--- src/rtl/mem_port_arbiter_pkg.sv ---
// Shared encodings for the fetch/data memory port arbiter.
package mem_port_arbiter_pkg;

  typedef enum logic [1:0] {
    IDLE    = 2'd0,
    BUSY_IF = 2'd1,
    BUSY_D  = 2'd2
  } state_t;

  typedef enum logic {
    GRANT_IF = 1'b0,
    GRANT_D  = 1'b1
  } grant_t;

  localparam int TIMEOUT_DEF = 16;

endpackage

--- src/rtl/rr_arbiter2.sv ---
// Two-way round-robin picker: on contention the side not granted last time wins.
module rr_arbiter2 (
  input  logic [1:0] req,
  input  logic       last,
  output logic       grant,
  output logic       any
);

  assign any = |req;
  // req[0] = fetch, req[1] = data; grant is 1 for data
  assign grant = (&req) ? ~last : req[1];

endmodule

--- src/rtl/mem_port_arbiter.sv ---
// Shares one single-ported memory between instruction fetch and data load/store,
// with round-robin arbitration and a per-transaction watchdog.
module mem_port_arbiter
  import mem_port_arbiter_pkg::*;
#(
  parameter int ADDR_W  = 32,
  parameter int DATA_W  = 32,
  parameter int TIMEOUT = TIMEOUT_DEF
) (
  input  logic              clk,
  input  logic              rst_n,
  input  logic              if_req,
  input  logic [ADDR_W-1:0] if_addr,
  output logic [DATA_W-1:0] if_rdata,
  output logic              if_ack,
  input  logic              d_req,
  input  logic              d_we,
  input  logic [3:0]        d_be,
  input  logic [ADDR_W-1:0] d_addr,
  input  logic [DATA_W-1:0] d_wdata,
  output logic [DATA_W-1:0] d_rdata,
  output logic              d_ack,
  output logic              mem_req,
  output logic              mem_we,
  output logic [3:0]        mem_be,
  output logic [ADDR_W-1:0] mem_addr,
  output logic [DATA_W-1:0] mem_wdata,
  input  logic [DATA_W-1:0] mem_rdata,
  input  logic              mem_ready,
  output logic              cpu_stall,
  output logic              timeout_err
);

  state_t     state, state_nxt;
  grant_t     last_grant;
  logic [7:0] cnt;
  logic       grant, any_req, expire, finish;

  rr_arbiter2 u_rr (
    .req   ({d_req, if_req}),
    .last  (last_grant),
    .grant (grant),
    .any   (any_req)
  );

  assign expire    = (cnt == 8'(TIMEOUT - 1));
  assign finish    = mem_ready | expire;
  assign cpu_stall = (if_req & ~if_ack) | (d_req & ~d_ack);

  always_ff @(posedge clk) begin
    if (!rst_n) state <= IDLE;
    else        state <= state_nxt;
  end

  always_comb begin
    state_nxt = state;
    case (state)
      IDLE:           if (any_req) state_nxt = grant_t'(grant) == GRANT_D ? BUSY_D : BUSY_IF;
      BUSY_IF, BUSY_D: if (finish) state_nxt = IDLE;
      default:        state_nxt = IDLE;
    endcase
  end

  always_ff @(posedge clk) begin
    if (!rst_n) begin
      last_grant  <= GRANT_D;
      cnt         <= '0;
      mem_req     <= 1'b0;
      mem_we      <= 1'b0;
      mem_be      <= '0;
      mem_addr    <= '0;
      mem_wdata   <= '0;
      if_rdata    <= '0;
      d_rdata     <= '0;
      if_ack      <= 1'b0;
      d_ack       <= 1'b0;
      timeout_err <= 1'b0;
    end else begin
      if_ack <= 1'b0;
      d_ack  <= 1'b0;
      case (state)
        IDLE: begin
          if (any_req) begin
            mem_req    <= 1'b1;
            cnt        <= '0;
            last_grant <= grant_t'(grant);
            if (grant_t'(grant) == GRANT_D) begin
              mem_addr  <= d_addr;
              mem_we    <= d_we;
              mem_be    <= d_be;
              mem_wdata <= d_wdata;
            end else begin
              mem_addr <= if_addr;
              mem_we   <= 1'b0;
              mem_be   <= 4'hF;
            end
          end
        end
        BUSY_IF, BUSY_D: begin
          if (finish) begin
            mem_req <= 1'b0;
            // an aborted transaction still acks, but with zero data
            if (state == BUSY_IF) begin
              if_ack   <= 1'b1;
              if_rdata <= mem_ready ? mem_rdata : '0;
            end else begin
              d_ack   <= 1'b1;
              d_rdata <= mem_ready ? mem_rdata : '0;
            end
            if (!mem_ready) timeout_err <= 1'b1;
          end else begin
            cnt <= cnt + 8'd1;
          end
        end
        default: ;
      endcase
    end
  end

endmodule

--- config.mk ---
export PLATFORM = sky130hd
export DESIGN_NAME = mem_port_arbiter
export DESIGN_NICKNAME = d
export VERILOG_FILES = /design/src/rtl/mem_port_arbiter_pkg.sv /design/src/rtl/rr_arbiter2.sv /design/src/rtl/mem_port_arbiter.sv
export SDC_FILE = /design/constraint.sdc
export NUM_CORES = 1
export LEC_CHECK = 0
export ABC_AREA = 1
export ABC_CLOCK_PERIOD_IN_PS = 1860
export BUFFER_PORTS_ARGS = -buffer_cell sky130_fd_sc_hd__clkbuf_2
export CAP_MARGIN = 0
export CORE_AREA = 4 4 122 124
export DETAILED_ROUTE_END_ITERATION = 7
export DIE_AREA = 0 0 126 128
export HOLD_SLACK_MARGIN = 0.02
export PLACE_DENSITY = 0.74
export SLEW_MARGIN = 30
export SYNTH_ARGS = -nofsm -noshare
export SYNTH_HDL_FRONTEND = slang
export SYNTH_SLANG_ARGS = --single-unit
--- constraint.sdc ---
create_clock -name clk -period 1.86 [get_ports clk]
set_clock_uncertainty 0.1 [all_clocks]
set_input_delay 0.372 -clock clk [delete_from_list [all_inputs] [get_ports clk]]
set_output_delay 0.372 -clock clk [all_outputs]
set_load 0.005 [all_outputs]
==> Word-level counts from Yosys, hierarchy flattened <==
Index checks and enable logic that the tools add are counted.
{ "classes": {"addsub": 1, "mul": 0, "div_mod_pow": 0, "n_lt_le_gt_ge": 0, "eq_ne": 6, "shifts": 0, "n_mux": 17, "bitwise": 9, "n_reduce_logical": 14} }
{ "op_table": {"columns": ["operator", "count"], "rows": [
  ["2-to-1 mux 32 bit", 2],
  ["AND reduction 3 bit", 7],
  ["2-to-1 mux 8 bit", 2],
  ["one-hot mux 8 bit (2 select lines)", 1],
  ["adder 8 x 1 -> 8 bit, second input constant", 1],
  ["== test 8 x 4 -> 1 bit, second input constant", 1],
  ["2-to-1 mux 1 bit", 6],
  ["2-to-1 mux 2 bit", 3],
  ["!= test 2 bit, second input constant", 3],
  ["AND reduction 2 bit", 3],
  ["inverter 1 bit", 5],
  ["2-to-1 mux 4 bit", 1],
  ["one-hot mux 2 bit (2 select lines)", 1],
  ["OR reduction 2 bit", 2],
  ["bitwise AND 1 bit", 2],
  ["== test 2 x 1 -> 1 bit, second input constant", 1],
  ["== test 2 bit, second input constant", 1],
  ["logical NOT 2 bit", 1],
  ["bitwise OR 1 bit", 2],
  ["one-hot mux 1 bit (2 select lines)", 1],
  ["nonzero test 2 bit", 1]
]} }
{ "totals": {"register_bits": 148, "latch_bits": 0, "ramBits": 0, "mem_bits_ro": 0, "input_bits": 138, "output_inout_bits": 138, "mem_count": 0} }

==> Depth between registers and ports, before layout <==
Gate-level depths: netlist of run 1.
{ "logic_depth": {"ltp_word": 5, "mapped_depth": 10} }

==> By module <==
A second synthesis of run 1 with hierarchy kept.
{ "hier_totals": {"hier_cells": 749, "area_unflattened_um2": 5780.5} }
{ "modules_own_cells": {"columns": ["mod", "instances", "cells_per_inst", "area_each_um2", "seq_area_each_um2"], "rows": [
  ["mem_port_arbiter", 1, 746, 5765.5, 2962.8],
  ["rr_arbiter2", 1, 3, 15.0, 0.0]
]} }

==> Least setup slack after synthesis of run 1 <==
Ideal clock, no wire load.
{ "synth_path": {"path_type": "register to register", "startpoint": "register state[0]", "endpoint": "register cnt[5]", "arrival_ps": 1417, "setup_slack_ps": 234, "path_stages_with_launch": 11, "n_path_buf": 1, "period_less_slack_ps": 1626, "cell_sequence": "dfxtp_1 inv_1 ha_1 buf_4 inv_1 o21ai_2 nand2_2 nand2_1 nand2_1 nand2_1 inv_1"} }
{ "synth_between": {"elab_chain_len": 4, "elab_cells_between_ends": 9} }
{ "synth_rtl": {"columns": ["element", "line", "source"], "rows": [
  ["start: declaration", "mem_port_arbiter.sv:34", "state_t state, state_nxt;"],
  ["start signal: assignment", "mem_port_arbiter.sv:52", "else state <= state_nxt;"],
  ["== test 2 x 1 -> 1 bit / == test 2 bit (equally long branches)", "mem_port_arbiter.sv:81", "case (state)"],
  ["OR reduction 2 bit", "mem_port_arbiter.sv:81", null],
  ["!= test 2 bit (no line) / nonzero test 2 bit (equally long branches)", null, null],
  ["AND reduction 3 bit (no line)", null, null],
  ["end signal: assignment", "mem_port_arbiter.sv:112", "cnt <= cnt + 8'd1;"],
  ["end: declaration", "mem_port_arbiter.sv:36", "logic [7:0] cnt;"]
]} }
Several ways; a longest one is shown, not always the timed one.
A chain may end at the register's enable or synchronous reset.

==> Worst setup path after layout of run 1 <==
{ "layout_path": {"startpoint": "register cnt[1]", "endpoint": "register cnt[6]"} }
{ "layout_between": {"elab_chain_len": 4, "elab_cells_between_ends": 7} }
{ "layout_rtl": {"columns": ["element"], "rows": [
  ["branches (longest 4 deep; another with adder 8 x 1 -> 8 bit)"]
]} }
Parallel ways; which one is timed is not known. The select of a mux whose other input is x is not followed.

==> results.py, run 1 <==
metrics = {
    "clock_tree": {
        "cts_max_path_buffers": 2,
        "ctsRootBufferMaster": "clkbuf_16",
        "ctsHoldBuffers": 0,
        "cts_made_buffers": 17,
        "cts_sinks": 148,
        "cts_tree": "yes",
        "cts_resized": 0,
        "cts_setup_buffers": 0,
        "path_clk_slew_ns": 0.06,
        "clkLatencyLatePin_ns": 0.42,
        "htree_levels": 4,
    },
    "critical_path": {
        "cp-startpoint": "cnt[1]",
        "worst_ep_arrival_time_ns": 1.97,
        "r2r_start": "cnt[1]",
        "crit_path_start_kind": "register",
        "crit_path_max_incr_delay_ns": 0.37,
        "slowest_stage": "dfxtp_1",
        "worstPathCellList": "ha_1, nand3_2, o21bai_4, nand2_2, nand2_2, inv_1, nand3_1, nand2_1",
        "worst_ep_required_time_ns": 2.07,
        "critical_path_class": "reg -> reg",
        "r2r_slack_ns": 0.10,
        "worstSetupEndpoint": "cnt[6]",
        "cp-end-kind": "register",
        "r2r_end": "cnt[6]",
        "crit_buf_inv": 1,
        "cp.depth": 8,
        "crit_fanout": 8,
        "reg2reg_depth": 8,
        "crit_path_frequent_cell": "nand2_2",
        "cp_top_family": "simple AND/OR/NAND/NOR gates",
    },
    "timing": {
        "finalMaxSlewViolations": 0,
        "fmax_mhz": 568.9,
        "slew_headroom_pct": 76.23,
        "timing.setup.tns_ns": 0,
        "final-hold-violation-count": 0,
        "worst_pin_slew_ns": 0.3566,
        "layout_setup_ws_ns": 0.1022,
        "period_minus_slack_ns": 1.758,
        "rsz0062_at_grt": "no",
        "min_period_over_period_pct": 94.51,
        "setup_viol": 0,
    },
    "power_and_ir_drop": {
        "p_leak_nw": 3.747,
        "pwr_density_cell_nw_per_um2": 1093,
        "power_mw": 8.872,
        "irDropWorstVdd_mv": 0.6490,
    },
    "die": {
        "die_x_um": 126,
        "die_area_sq_um": 16130,
        "initial_core_util_pct": 42.12,
        "coreArea_sq_um": 13770,
        "rows": 43,
        "io_pins": 276,
        "fp.dieH_um": 128,
    },
    "placed_design": {
        "gp_congestion": 0.8498,
        "io_buffer_count": 275,
        "place_area_sq_um": 7481,
        "place_ws_ns": 0.1612,
        "place_inst": 1163,
        "place_hpwl_um": 12810,
    },
    "synthesis": {
        "synthCells": 747,
        "yosysSeqAreaShare_pct": 51.07,
        "avgSynthCellArea_sq_um": 7.767,
        "syn-num-nets": 888,
        "yosys_warnings": 0,
        "synth_cell_type_count": 27,
        "ys_ff_latch": 148,
        "synth_area_sq_um": 5802,
    },
    "finish": {
        "synthToLayoutAreaGrowth_pct": 39.96,
        "layout-drive-gt1-share_pct": 33.60,
        "fin_cells": 1195,
        "nets": 1143,
        "design_area_sq_um": 8120,
        "antenna_cells": 0,
    },
    "global_route": {
        "grt_pass1_vias": 5755,
        "grt_max_degree": 67,
        "grt_remaining_overflow": 0,
        "grt_pass1_wl_um": 28230,
        "grt_use_total_pct": 21.37,
        "grt_antenna_before_repair": 0,
    },
    "hold_path": {
        "hold_class": "in -> reg",
    },
    "drt": {
        "drt_iter0_markers": 422,
        "vias": 6138,
        "drtAntennaViolNets": 0,
        "firstDrtPassIters": 5,
        "routed_wirelength_um": 17940,
        "drc_errors": 0,
        "drt-vias-per-instance": 5.136,
        "wl_per_cell_um": 15.01,
    },
    "outcome": {
        "status": "finished clean",
    },
    "job": {
        "cap_violations": 0,
    },
}
how the worst min path moves through the flow:
stage,startpoint,end,depth (start not counted)
3_3_place_gp,d_rdata[8],d_rdata[8],2
3_5_place_dp,if_rdata[10],if_rdata[10],2
4_1_cts,d_wdata[0],mem_wdata[0],3
6_report,d_wdata[0],mem_wdata[0],3
5_1_grt,d_wdata[2],mem_wdata[2],3
2_1_floorplan,state[1],state[1],2
report_power, final:
part           switching [mW]  internal [mW]  total [mW]  leakage (nW)
Combinational           0.914          0.669        1.58          2.23
Clock                    1.31           2.39        3.70         0.304
Sequential              0.139           3.45        3.59          1.21
metrics by stage:
step / util, % / hold WS, ns
2_1_floorplan: - / 0.3391
5_1_grt: 58.96 / 0.07805
3_3_place_gp: 54.32 / 0.3469
3_5_place_dp: 54.32 / 0.3521
6_report: 58.96 / 0.07324
4_1_cts: 58.96 / 0.06803
area by class of cell:
type                            instances  area (sq um)
Sequential cell                       148          2963
Clock buffer                           25         495.5
Fill cell                            1306          5653
Inverter                               24         90.09
Clock inverter                          7         143.9
Tap cell                              180         225.2
Multi-Input combinational cell        513          2491
Timing Repair Buffer                  298          1712
worst reg2reg max path, stage by stage (launching register included):
cell and delay [ns]:
dfxtp_1 0.37, ha_1 0.23, nand3_2 0.15, o21bai_4 0.22, nand2_2 0.15, nand2_2 0.17
inv_1 0.10, nand3_1 0.09, nand2_1 0.06
kinds of logic after synthesis:
family	after synthesis	share of synthesized area (%)
AOI/OAI and AO/OA	177	16.73
xor gates and xnor gates	2	0.3020
adders and majority gates	3	0.6470
buffers and inverters	86	6.038
DFF	148	51.07
and+or+nand+nor	331	25.21
synthesized netlist by cell type (all sizes together):
library cell	instances	area [sq um]
a31oi	33	206.5
dfxtp	148	2963
nand2	162	615.6
nor3	1	5.000
o221a	4	45.04
o21bai	1	18.77
o22ai	1	6.260
a21oi	71	355.3
ha	3	37.54
nand3	21	120.1
buf	24	117.6
or2	1	6.260
clkbuf	38	142.6
inv	24	90.09
xor2	2	17.52
o21ai	67	339.1
nor2	80	302.8
nand4	66	412.9
metal layers:
metal / track usage, % / share of wire, % / vias up
met5: 0 / 0 / -
met1: 25.68 / 40 / 2802
met4: 7.445 / 2.3 / 0
met3: 6.458 / 7.5 / 33
met2: 36.46 / 50 / 230
li1: - / - / 3073
cells in the final DEF (no fill, tap or decap), types with 13 or more instances in the layout:
cell type / instances
a21oi_1: 71
clkbuf_2: 275
nand4_1: 66
inv_1: 21
nand2_1: 159
a31oi_1: 33
nand3_1: 18
o21ai_0: 65
clkbuf_16: 17
nor2_1: 79
buf_12: 13
dfxtp_1: 148
sequential cells by signal (all words and copies together), names as in the netlist:
name and cells:
if_ack 1, d_rdata 32, cnt 8, timeout_err 1
mem_be 4, mem_wdata 32, mem_we 1, d_ack 1
if_rdata 32, state 2, mem_req 1, mem_addr 32
last_grant 1
Note: power is estimated with default switching activity, not from simulation.
==> run 2: changes to the inputs <==
ABC_CLOCK_PERIOD_IN_PS = default   (was 1860)
CELL_PAD_IN_SITES_DETAIL_PLACEMENT = 0   (was default)
CELL_PAD_IN_SITES_GLOBAL_PLACEMENT = 1   (was default)
CORE_AREA = 4 4 140 142   (was 4 4 122 124)
DIE_AREA = 0 0 144 146   (was 0 0 126 128)
PLACE_DENSITY = default   (was 0.74)
PLACE_DENSITY_LB_ADDON = 0.1   (was default)
==> results.py, run 2 (same netlist as run 1, synthesis figures left out) <==
metrics = {
    "outcome": {
        "status": "finished clean",
    },
    "global_route": {
        "grt_max_degree": 74,
        "grt_remaining_overflow": 0,
        "grt_antenna_before_repair": 0,
        "grt_pass1_wl_um": 30750,
        "grt_use_total_pct": 18.13,
        "grt_pass1_vias": 5904,
    },
    "drt": {
        "wl_met3_um": 1816,
        "firstDrtPassIters": 4,
        "drc_errors": 0,
        "wl_per_cell_um": 15.59,
        "dr_wl_met2_um": 8942,
        "drt-vias-per-instance": 4.837,
        "routed_wirelength_um": 19470,
        "drt_iter0_markers": 217,
        "drtAntennaViolNets": 0,
        "vias": 6041,
        "highest_layer": "met4",
        "wirelength_met1_um": 8430,
    },
    "clock_tree": {
        "cts_resized": 0,
        "ctsRootBufferMaster": "clkbuf_16",
        "htree_levels": 4,
        "cts_tree": "yes",
        "ctsHoldBuffers": 0,
        "clkLatencyLatePin_ns": 0.42,
        "cts_sinks": 148,
        "cts_max_path_buffers": 2,
        "cts_made_buffers": 17,
        "path_clk_slew_ns": 0.07,
        "cts_setup_buffers": 0,
    },
    "finish": {
        "synthToLayoutAreaGrowth_pct": 39.75,
        "design_area_sq_um": 8108,
        "antenna_cells": 0,
        "fillCellCount": 1947,
        "layout-drive-gt1-share_pct": 33.99,
        "final_common_cell": "clkbuf_2",
        "nets": 1144,
        "most-common-layout-cells": "clkbuf_2, nand2_1, dfxtp_1",
    },
    "die": {
        "die_x_um": 144,
        "rows": 50,
        "coreArea_sq_um": 18460,
        "initial_core_util_pct": 31.44,
        "die_area_sq_um": 21020,
        "io_pins": 276,
        "fp.dieH_um": 146,
    },
    "hold_path": {
        "hp-start": "d_wdata[14]",
        "hold_path_depth": 3,
        "whs_endpoint": "mem_wdata[14]",
        "hold_class": "in -> reg",
    },
    "power_and_ir_drop": {
        "internal-power_mw": 6.213,
        "clock_power_share_pct": 40.8,
        "switching_power_mw": 2.485,
        "pwr_density_cell_nw_per_um2": 1073,
        "p_leak_nw": 3.723,
        "irDropWorstVdd_mv": 0.6162,
        "p_comb_share_pct": 18.0,
        "swShare_pct": 28.57,
        "power.share.sequential_pct": 41.2,
    },
    "critical_path": {
        "crit_path_max_incr_delay_ns": 0.39,
        "worstPathCellList": "ha_1, nand3_2, o21bai_4, nand2_2, nand2_2, inv_1, nor2_1, nor2_1",
        "slowest_stage": "dfxtp_1",
        "cp-end-kind": "register",
        "worst_ep_required_time_ns": 2.08,
        "r2r_start": "cnt[1]",
        "cp_top_family": "simple AND/OR/NAND/NOR gates",
        "worst_ep_arrival_time_ns": 1.90,
        "r2r_slack_ns": 0.17,
        "crit_buf_inv": 1,
        "r2r_end": "cnt[0]",
        "critical_path_class": "reg -> reg",
        "crit_path_start_kind": "register",
        "reg2reg_depth": 8,
        "crit_fanout": 8,
    },
    "job": {
        "cap_violations": 0,
    },
    "timing": {
        "timing.setup.tns_ns": 0,
        "layout_setup_ws_ns": 0.1719,
        "period_minus_slack_ns": 1.688,
        "fin_hold_ws_ns": 0.06613,
        "worst_pin_slew_ns": 0.3902,
        "finalMaxSlewViolations": 0,
        "rsz0062_at_grt": "no",
        "min_period_over_period_pct": 90.76,
        "slew_headroom_pct": 73.99,
        "fmax_mhz": 592.4,
        "setup_viol": 0,
        "final-hold-violation-count": 0,
    },
    "placed_design": {
        "place_area_sq_um": 7506,
        "io_buffer_count": 275,
        "place_hpwl_um": 13510,
        "place_ws_ns": 0.1883,
        "gp_congestion": 0.8021,
    },
}
run 2: worst min-delay path, cell delays in order:
cell	delay, ns
clkbuf_2	0.07
nor2_1	0.03
nor2_1	0.08
run 2: per-layer routing:
metal	up-vias	global-route usage (%)
li1	3080	-
met1	2730	22.74
met2	211	28.28
met3	20	7.821
met4	0	5.226
met5	-	0
run 2: worst max path at each step:
stage / start / end / slack, ns / depth (start not counted)
final: cnt[1] / cnt[0] / 0.17 / 8
after global routing: cnt[1] / cnt[0] / 0.04 / 8
after CTS: cnt[1] / cnt[0] / 0.16 / 8
after detailed placement: state[0] / d_rdata[7] / 0.19 / 6
after global placement: state[0] / cnt[5] / 0.20 / 9
after floorplan: state[0] / cnt[5] / 0.23 / 10
run 2: layout make-up:
type	count	area, sq um	area share [%]
sequential	148	2963	36.54
multi-input combinational	513	2491	30.73
timing repair buffer	299	1669	20.59
clock buffer	17	425.4	5.247
tap	234	292.8	3.611
clock inverter	14	176.4	2.176
inverter	24	90.09	1.111
run 2: metrics by stage:
step	util, %	cells	power, mW
global route	43.93	1249	9.151
floorplan	-	747	4.444
finish	43.93	1249	8.698
CTS	43.93	1249	8.841
detailed placement	40.67	1218	5.237
global placement	40.67	1218	5.254
run 2: power groups by stage:
stage	Combinational, mW	Sequential (mW)	Clock [mW]
2_1_floorplan	0.775	3.67	0
3_3_place_gp	1.60	3.65	0
3_5_place_dp	1.59	3.65	0
4_1_cts	1.59	3.59	3.66
5_1_grt	1.75	3.62	3.78
6_report	1.56	3.59	3.55
==> run 3: changes to the inputs <==
RECOVER_POWER = 50   (was default)
==> results.py, run 3 (same netlist as run 1, synthesis figures left out) <==
metrics = {
    "outcome": {
        "status": "finished clean",
    },
    "placed_design": {
        "place_inst": 1218,
        "gp_congestion": 0.8021,
        "place_area_sq_um": 7506,
        "place_hpwl_um": 13510,
        "io_buffer_count": 275,
    },
    "critical_path": {
        "r2r_slack_ns": 0.16,
        "cp-end-kind": "register",
        "critical_path_class": "reg -> reg",
        "worst_ep_arrival_time_ns": 1.95,
        "r2r_end": "d_rdata[7]",
        "reg2reg_depth": 6,
        "worst_ep_required_time_ns": 2.11,
        "crit_path_start_kind": "register",
        "r2r_start": "state[0]",
        "crit_fanout": 21,
    },
    "finish": {
        "design_area_sq_um": 7988,
        "fillCellCount": 1991,
        "layout-drive-gt1-share_pct": 24.53,
        "fin_cells": 1249,
        "most-common-layout-cells": "clkbuf_2, nand2_1, dfxtp_1",
        "nets": 1144,
        "final_common_cell": "clkbuf_2",
        "synthToLayoutAreaGrowth_pct": 37.68,
        "antenna_cells": 0,
    },
    "timing": {
        "fmax_mhz": 587.6,
        "min_period_over_period_pct": 91.50,
        "timing.setup.tns_ns": 0,
        "slew_headroom_pct": 74.06,
        "final-hold-violation-count": 0,
        "rsz0062_at_grt": "no",
        "worst_pin_slew_ns": 0.3891,
        "fin_hold_ws_ns": 0.06521,
        "setup_viol": 0,
        "finalMaxSlewViolations": 0,
        "period_minus_slack_ns": 1.702,
    },
    "hold_path": {
        "hold_path_depth": 3,
        "hp-start": "d_wdata[14]",
        "hold_class": "in -> reg",
        "whs_endpoint": "mem_wdata[14]",
    },
    "die": {
        "fp.dieH_um": 146,
        "rows": 50,
        "initial_core_util_pct": 31.44,
        "die_x_um": 144,
        "die_area_sq_um": 21020,
        "io_pins": 276,
        "coreArea_sq_um": 18460,
    },
    "drt": {
        "drt_iter0_markers": 227,
        "vias": 6008,
        "drc_errors": 0,
        "firstDrtPassIters": 4,
        "routed_wirelength_um": 19480,
        "drt-vias-per-instance": 4.810,
        "drtAntennaViolNets": 0,
        "wl_per_cell_um": 15.60,
    },
    "clock_tree": {
        "cts_sinks": 148,
        "cts_resized": 0,
        "cts_made_buffers": 17,
        "cts_max_path_buffers": 2,
        "ctsRootBufferMaster": "clkbuf_16",
        "cts_tree": "yes",
        "path_clk_slew_ns": 0.07,
        "ctsHoldBuffers": 0,
        "htree_levels": 4,
        "clkLatencyLatePin_ns": 0.42,
        "cts_setup_buffers": 0,
    },
    "job": {
        "cap_violations": 0,
    },
    "power_and_ir_drop": {
        "pwr_density_cell_nw_per_um2": 1082,
        "irDropWorstVdd_mv": 0.6179,
        "p_leak_nw": 3.418,
    },
    "global_route": {
        "grt_pass1_vias": 5904,
        "grt_pass1_wl_um": 30750,
        "grt_max_degree": 74,
        "grt_antenna_before_repair": 0,
        "grt_remaining_overflow": 0,
        "grt_use_total_pct": 18.13,
    },
}
[run 3: changes by cell type in the layout (fill, tap and decap cells not counted), sizes merged]
cell / delta
buf: +1
clkbuf: -1
[run 3: critical path, stage by stage, from the launching register on]
cell     delay [ns]
dfxtp_1        0.35
inv_1          0.05
ha_1           0.36
buf_4          0.22
buf_4          0.27
nand4_1        0.13
a21oi_1        0.15
[run 3: how the worst max path moves through the flow]
| stage | to | slack [ns] | start |
|---|---|---|---|
| 3_5_place_dp | d_rdata[7] | 0.19 | state[0] |
| 6_report | d_rdata[7] | 0.16 | state[0] |
| 5_1_grt | if_rdata[4] | 0.02 | state[0] |
| 2_1_floorplan | cnt[5] | 0.23 | state[0] |
| 3_3_place_gp | cnt[5] | 0.20 | state[0] |
| 4_1_cts | cnt[0] | 0.16 | cnt[1] |
[run 3: power by group]
group	leakage (nW)	switching (mW)	internal, mW
sequential	1.21	0.135	3.45
combinational	1.91	0.920	0.591
clock	0.296	1.43	2.12
[run 3: cell type report]
class,count,area (sq um),share of cell area (%)
clock buffers,17,425.4,5.326
clock inverters,14,176.4,2.209
inverters,24,90.09,1.128
multi-input cells,513,2486,31.12
flip-flops and latches,148,2963,37.09
well taps,234,292.8,3.665
repair buffers,299,1554,19.45
[run 3: routing by layer]
metal	wire, um	up-vias	track usage (%)
met1	8439	2701	22.74
met4	277	0	5.226
met5	0	-	0
li1	-	3079	-
met2	8910	208	28.28
met3	1851	20	7.821
[run 3: per-stage QoR]
stage                     utilization (%)  setup WS [ns]  power, mW
final                               43.28         0.1580      8.646
after global routing                43.28        0.02270      9.095
after CTS                           43.93         0.1568      8.841
after detailed placement            40.67         0.1883      5.237
after global placement              40.67         0.1995      5.254
after floorplan                         -         0.2338      4.444
